## src/rtl/radix_convert_seq.sv

```systemverilog
// radix_convert_seq: multi-cycle handshaked converter that turns one operand
// into hex, octal, BCD or raw 4-bit digit nibbles. It also reports the sign,
// the significant-digit count and overflow.
module radix_convert_seq #(
    parameter int WIDTH = 32,
    parameter int NDIG  = 11
) (
    input  logic                        clk,
    input  logic                        rst_n,
    input  logic                        in_valid,
    output logic                        in_ready,
    input  logic [WIDTH-1:0]            in_data,
    input  logic [1:0]                  in_mode,
    input  logic                        in_signed,
    output logic                        out_valid,
    input  logic                        out_ready,
    output logic [4*NDIG-1:0]           out_digits,
    output logic                        out_neg,
    output logic [$clog2(NDIG+1)-1:0]   out_ndig,
    output logic                        out_ovf
);

    localparam int ACCW   = 4 * NDIG;
    localparam int NDW    = $clog2(NDIG + 1);
    localparam int CW     = $clog2(WIDTH + NDIG + 1);
    localparam int HEXCYC = (WIDTH + 3) / 4;
    localparam int OCTCYC = (WIDTH + 2) / 3;

    localparam logic [CW-1:0] DEC_LAST = CW'(WIDTH - 1);
    localparam logic [CW-1:0] HEX_LAST = CW'(HEXCYC - 1);
    localparam logic [CW-1:0] OCT_LAST = CW'(OCTCYC - 1);

    typedef enum logic [1:0] {
        IDLE,
        CALC,
        DONE
    } state_t;

    typedef enum logic [1:0] {
        MODE_HEX = 2'b00,
        MODE_OCT = 2'b01,
        MODE_DEC = 2'b10,
        MODE_RAW = 2'b11
    } mode_t;

    state_t             state_q, state_d;
    mode_t              mode_q,  mode_d;
    logic [WIDTH-1:0]   work_q,  work_d;
    logic [ACCW-1:0]    acc_q,   acc_d;
    logic               neg_q,   neg_d;
    logic [NDW-1:0]     ndig_q,  ndig_d;
    logic               ovf_q,   ovf_d;
    logic [CW-1:0]      cnt_q,   cnt_d;

    logic [WIDTH+ACCW-1:0] rawExt;
    logic [ACCW-1:0]       dabbled;
    logic [3:0]            digit;
    logic                  placed;
    logic                  lastStep;

    // Count of significant digits: one plus the index of the top nonzero nibble.
    function automatic logic [NDW-1:0] calcNdig(input logic [ACCW-1:0] d);
        logic [NDW-1:0] n;
        n = NDW'(1);
        for (int i = 0; i < NDIG; i++) begin
            if (d[4*i +: 4] != 4'd0) begin
                n = NDW'(i + 1);
            end
        end
        return n;
    endfunction

    // Next-state logic: accept an operand, step the conversion and run the result handshake.
    always_comb begin
        state_d   = state_q;
        mode_d    = mode_q;
        work_d    = work_q;
        acc_d     = acc_q;
        neg_d     = neg_q;
        ndig_d    = ndig_q;
        ovf_d     = ovf_q;
        cnt_d     = cnt_q;
        in_ready  = 1'b0;
        out_valid = 1'b0;
        rawExt    = {{ACCW{1'b0}}, in_data};
        dabbled   = acc_q;
        digit     = 4'd0;
        placed    = 1'b0;
        lastStep  = 1'b0;

        case (state_q)
            IDLE: begin
                in_ready = 1'b1;
                if (in_valid) begin
                    mode_d = mode_t'(in_mode);
                    cnt_d  = '0;
                    acc_d  = '0;
                    ovf_d  = 1'b0;
                    neg_d  = 1'b0;
                    work_d = in_data;
                    if (mode_d == MODE_DEC && in_signed && in_data[WIDTH-1]) begin
                        neg_d  = 1'b1;
                        work_d = -in_data;
                    end
                    if (mode_d == MODE_RAW) begin
                        acc_d   = rawExt[ACCW-1:0];
                        ovf_d   = |rawExt[WIDTH+ACCW-1:ACCW];
                        ndig_d  = calcNdig(acc_d);
                        state_d = DONE;
                    end else begin
                        state_d = CALC;
                    end
                end
            end

            CALC: begin
                cnt_d = cnt_q + CW'(1);
                case (mode_q)
                    MODE_DEC: begin
                        lastStep = (cnt_q == DEC_LAST);
                        for (int i = 0; i < NDIG; i++) begin
                            if (acc_q[4*i +: 4] >= 4'd5) begin
                                dabbled[4*i +: 4] = acc_q[4*i +: 4] + 4'd3;
                            end
                        end
                        ovf_d  = ovf_q | dabbled[ACCW-1];
                        acc_d  = {dabbled[ACCW-2:0], work_q[WIDTH-1]};
                        work_d = work_q << 1;
                    end
                    MODE_HEX, MODE_OCT: begin
                        if (mode_q == MODE_HEX) begin
                            lastStep = (cnt_q == HEX_LAST);
                            digit    = work_q[3:0];
                            work_d   = work_q >> 4;
                        end else begin
                            lastStep = (cnt_q == OCT_LAST);
                            digit    = {1'b0, work_q[2:0]};
                            work_d   = work_q >> 3;
                        end
                        for (int i = 0; i < NDIG; i++) begin
                            if (cnt_q == CW'(i)) begin
                                acc_d[4*i +: 4] = digit;
                                placed          = 1'b1;
                            end
                        end
                        if (!placed && digit != 4'd0) begin
                            ovf_d = 1'b1;
                        end
                    end
                    default: begin
                        lastStep = 1'b1;
                    end
                endcase
                if (lastStep) begin
                    ndig_d  = calcNdig(acc_d);
                    state_d = DONE;
                end
            end

            DONE: begin
                out_valid = 1'b1;
                if (out_ready) begin
                    state_d = IDLE;
                end
            end

            default: begin
                state_d = IDLE;
            end
        endcase
    end

    // State and datapath registers, cleared asynchronously by rst_n.
    always_ff @(posedge clk or negedge rst_n) begin
        if (!rst_n) begin
            state_q <= IDLE;
            mode_q  <= MODE_HEX;
            work_q  <= '0;
            acc_q   <= '0;
            neg_q   <= 1'b0;
            ndig_q  <= NDW'(1);
            ovf_q   <= 1'b0;
            cnt_q   <= '0;
        end else begin
            state_q <= state_d;
            mode_q  <= mode_d;
            work_q  <= work_d;
            acc_q   <= acc_d;
            neg_q   <= neg_d;
            ndig_q  <= ndig_d;
            ovf_q   <= ovf_d;
            cnt_q   <= cnt_d;
        end
    end

    assign out_digits = acc_q;
    assign out_neg    = neg_q;
    assign out_ndig   = ndig_q;
    assign out_ovf    = ovf_q;

endmodule

```

## config.mk

```make
export PLATFORM = sky130hd
export DESIGN_NAME = radix_convert_seq
export DESIGN_NICKNAME = d
export VERILOG_FILES = /design/src/rtl/radix_convert_seq.sv
export SDC_FILE = /design/constraint.sdc
export NUM_CORES = 1
export LEC_CHECK = 0
export BUFFER_PORTS_ARGS = -buffer_cell sky130_fd_sc_hd__buf_2
export CELL_PAD_IN_SITES_DETAIL_PLACEMENT = 0
export CELL_PAD_IN_SITES_GLOBAL_PLACEMENT = 1
export CORE_MARGIN = 2
export CORE_UTILIZATION = 45
export DETAILED_ROUTE_END_ITERATION = 8
export GPL_TIMING_DRIVEN = 0
export HOLD_SLACK_MARGIN = 0.03
export PLACE_DENSITY_LB_ADDON = 0.1
export RECOVER_POWER = 25
export SLEW_MARGIN = 5
export SYNTH_ARGS = -nofsm -noshare
export SYNTH_HDL_FRONTEND = slang
export SYNTH_SLANG_ARGS = --single-unit
```

## constraint.sdc

```tcl
create_clock -name clk -period 3.03 [get_ports clk]
set_clock_uncertainty 0.1 [all_clocks]
set_input_delay 0.606 -clock clk [delete_from_list [all_inputs] [get_ports clk]]
set_output_delay 0.606 -clock clk [all_outputs]
set_load 0.01 [all_outputs]
```

==> impl_metrics.ini <==
[die]
chipHeight_um = 137.4
floorplan.initialDensity_pct = 46.14
rows = 48
die_area_sq_um = 18880
placeableCoreArea_sq_um = 17360
io_pins = 91
die_w_um = 137.4

[status]
outcome = finished, final reports clean

[power]
vdd_drop_max_v = 0.0004614
p_leak_nw = 3.923
totalPowerFinal_mw = 10.75
powerDensity_nw_per_um2 = 1161

[timing]
max_clock_freq_mhz = 334.5
fin_crit_sh_pct = 98.67
setup_viol = 0
timing.hold.ws_ns = 0.3477
setup_slack_ns = 0.04023
max-slew-margin-rel_pct = 18.11
drv_slew = 0
fin_crit_ns = 2.990
tns_ns = 0
finalHoldViolCount = 0
max_slew.worst_pin.slew_ns = 1.228

[worst_setup_path]
cpMaxStageDelayCell = dfrtp_1
endpoint_kind = register
max_stage_delay_ns = 0.41
critPathTopFamily = buffers and inverters
worstPathCellList = clkbuf_4 > clkbuf_4 > clkbuf_4 > buf_4 > o21ai_0 > nand4_1 > buf_4 > nor4_2 > o41ai_1 > mux2_1
critical_path.most_common_cell = clkbuf_4
timing.critical_path.fanout_max = 10
timing_worst_setup_path_type = register to register
cp-start-kind = register
required_ns = 3.17
timing.critical_path.arrival_ns = 3.13
worst-path-buf-inv = 5

[detailed_routing]
vias = 8446
ant_nets = 0
post_drt_via_cell_ratio = 6.331
post_drt_wl_per_cell_um = 23.00
drt_pass1_iterations = 5
initialDrtViolationCount = 794
drc_errors = 0
routed_wl_um = 30690

[logic_synthesis]
synthFlopType = dfrtp_1
number_of_synthesized_flops_with_an_enable_pin = 0
ys_async_sr_fraction_pct = 100.0
ys_ff_latch = 92
synth.cell_area_sq_um = 8009
synthesis.nets = 1060
ys_seq_area_share_pct = 28.76
synth_area_per_cell_sq_um = 8.057
synthDistinctLibCells = 82
syn_inst = 994
synth_warnings = 0

[global_route]
antenna_found_initial = 0
overall_fraction_of_global_route_tracks_in_use_pct = 32.78
grt_overflow_total = 0
first_global_vias = 7741
grt_max_degree = 52
grt_first_pass_wirelength_um = 46300

[placed_design]
portBuffers = 90
detailed_place.area_sq_um = 8771
dp_hpwl_um = 22450
routabilityCongestion = 0.9406
pre_cts_setup_slack_ns = -0.1436
place.detailed.instances = 1310

[layout]
finish.cell_count_without_fillers = 1334
final_cell_area_sq_um = 9253
diodes = 0
area.growth.synth_to_final_pct = 15.53
post_route_cells_drive_above_1_share_pct = 17.76
share_of_the_core_filled_with_cells_in_the_final_layout_pct = 53.31
design.final.nets = 1170

[clock_network]
cts.sink_count = 92
clock_path_buffers = 2
tritoncts.num_buffers = 9
tritoncts = yes
clk_pin_slew_worst_paths_ns = 0.08
depth_of_the_cts_h_tree = 3
cts_root_buffer = clkbuf_16
worst_skew_pair.late_latency_ns = 0.36
cts_hold_buffers = 0

[run]
maxCapViolCount = 0

[worst_hold_path]
hold_path_class = input port to register
[cells by family after synthesis]
| logic type | count (synthesis) | synth area share [%] |
|---|---|---|
| and+or+nand+nor | 330 | 21.84 |
| xor gates and xnor gates | 38 | 4.156 |
| AOI/OAI and AO/OA | 346 | 28.12 |
| adders and majority gates | 27 | 4.218 |
| buffers and inverters | 101 | 5.359 |
| DFF | 92 | 28.76 |
| muxes | 60 | 7.546 |
[cells in the final DEF (no fill, tap or decap), types with 8 or more instances in the layout]
cell type  count
a22oi_1       23
o21ai_0      124
a21oi_1       44
buf_1          8
a211oi_1       9
nand2_1      117
nand3_1       28
nor2b_1       11
clkbuf_16      9
nor2_1        53
o211ai_1      33
nor3_1        11
xnor2_1       21
mux2i_1       57
clkbuf_1      36
dfrtp_1       88
inv_1         30
ha_1          25
xor2_1        17
buf_4         10
a31oi_1       13
o31ai_1       10
nor3b_1       11
o21ai_1       13
nand2b_1      27
buf_2        101
[final timing paths]
path / to / from / cells past startpoint / slack [ns]
hold reg to reg: out_neg / out_neg / 2 / 0.39
setup / recovery: out_ndig[2] / mode_q[1] / 10 / 0.04
min in group asynchronous: out_digits[22] / rst_n / 1 / 0.39
setup reg to reg: out_ndig[2] / mode_q[1] / 10 / 0.04
hold / removal: state_q[1] / out_ready / 2 / 0.35
max in group asynchronous: out_neg / rst_n / 2 / 1.57
[repair_timing]
item | 4_1_cts | 5_1_grt
buffers inserted | 0 | 8
cloned | 0 | 0
setup endpoints to repair | 2 | 32
pin swaps | 0 | 5
resized for setup | 2 | 37
[worst reg2reg max path, cell delays in order, from the launching register on]
cell      delay [ns]
dfrtp_1         0.41
clkbuf_4        0.21
clkbuf_4        0.23
clkbuf_4        0.25
buf_4           0.24
o21ai_0         0.30
nand4_1         0.26
buf_4           0.22
nor4_2          0.23
o41ai_1         0.12
mux2_1          0.31
[cell type report]
cell class              instances  area, sq um
repair buffers                 99        538.0
flip-flops and latches         92         2307
multi-input cells             801         5358
clock buffers                  11        242.7
clock inverters                 5        75.07
inverters                      30        112.6
plain buffers                  71        337.8
well taps                     225        281.5
fillers                      1704         8104
[power breakdown]
group,leakage [nW],total [mW],internal (mW),switching (mW)
clock network,0.159,1.28,0.744,0.533
logic,2.61,6.87,2.51,4.37
registers,1.15,2.60,1.80,0.792
[synthesized netlist by cell type (4+ instances only)]
| cell type | n | area [sq um] |
|---|---|---|
| a221oi_1 | 10 | 87.58 |
| nor2_1 | 53 | 198.9 |
| and3_1 | 7 | 43.79 |
| nand3_1 | 28 | 140.1 |
| a21oi_1 | 46 | 230.2 |
| a211oi_1 | 9 | 67.56 |
| buf_2 | 18 | 90.09 |
| nand4_1 | 6 | 37.54 |
| clkbuf_1 | 38 | 142.6 |
| buf_1 | 10 | 37.54 |
| o22ai_1 | 6 | 37.54 |
| o21a_1 | 5 | 37.54 |
| nand2b_1 | 28 | 175.2 |
| and2_1 | 7 | 43.79 |
| nand3_2 | 4 | 40.04 |
| inv_1 | 30 | 112.6 |
| o21ai_0 | 124 | 620.6 |
| a221oi_2 | 4 | 60.06 |
| o21bai_1 | 4 | 30.03 |
| o221ai_1 | 6 | 52.55 |
| o311ai_0 | 7 | 61.31 |
| mux2i_1 | 57 | 570.6 |
| o21ai_1 | 13 | 65.06 |
| o31ai_1 | 10 | 75.07 |
| nor2b_1 | 11 | 68.82 |
| nor3b_1 | 11 | 82.58 |
| a22oi_1 | 23 | 172.7 |
| dfrtp_1 | 91 | 2277 |
| nor4_1 | 7 | 43.79 |
| xnor2_1 | 21 | 183.9 |
| xor2_1 | 17 | 148.9 |
| nand2_1 | 118 | 442.9 |
| nor3_1 | 11 | 55.05 |
| a31oi_1 | 13 | 81.33 |
| o211ai_1 | 33 | 247.7 |
| and4_1 | 7 | 61.31 |
| ha_1 | 27 | 337.8 |
| a2111oi_0 | 4 | 35.03 |
[flip-flops by register name, summed over array words and instances (netlist names)]
register    cells
out_neg         1
out_ovf         1
out_digits     44
mode_q          2
work_q         32
cnt_q           6
out_ndig        4
state_q         2
[per-layer routing]
metal / vias up / track usage, % / wire length [um] / part of all wire, %
met5: - / 0 / 0 / 0
met4: 0 / 11.28 / 837 / 2.7
met3: 56 / 5.372 / 2418 / 7.9
met2: 400 / 48.04 / 13140 / 43
met1: 4093 / 48.50 / 14290 / 47
li1: 3897 / - / - / -
Note: power is estimated with default switching activity, not from simulation.
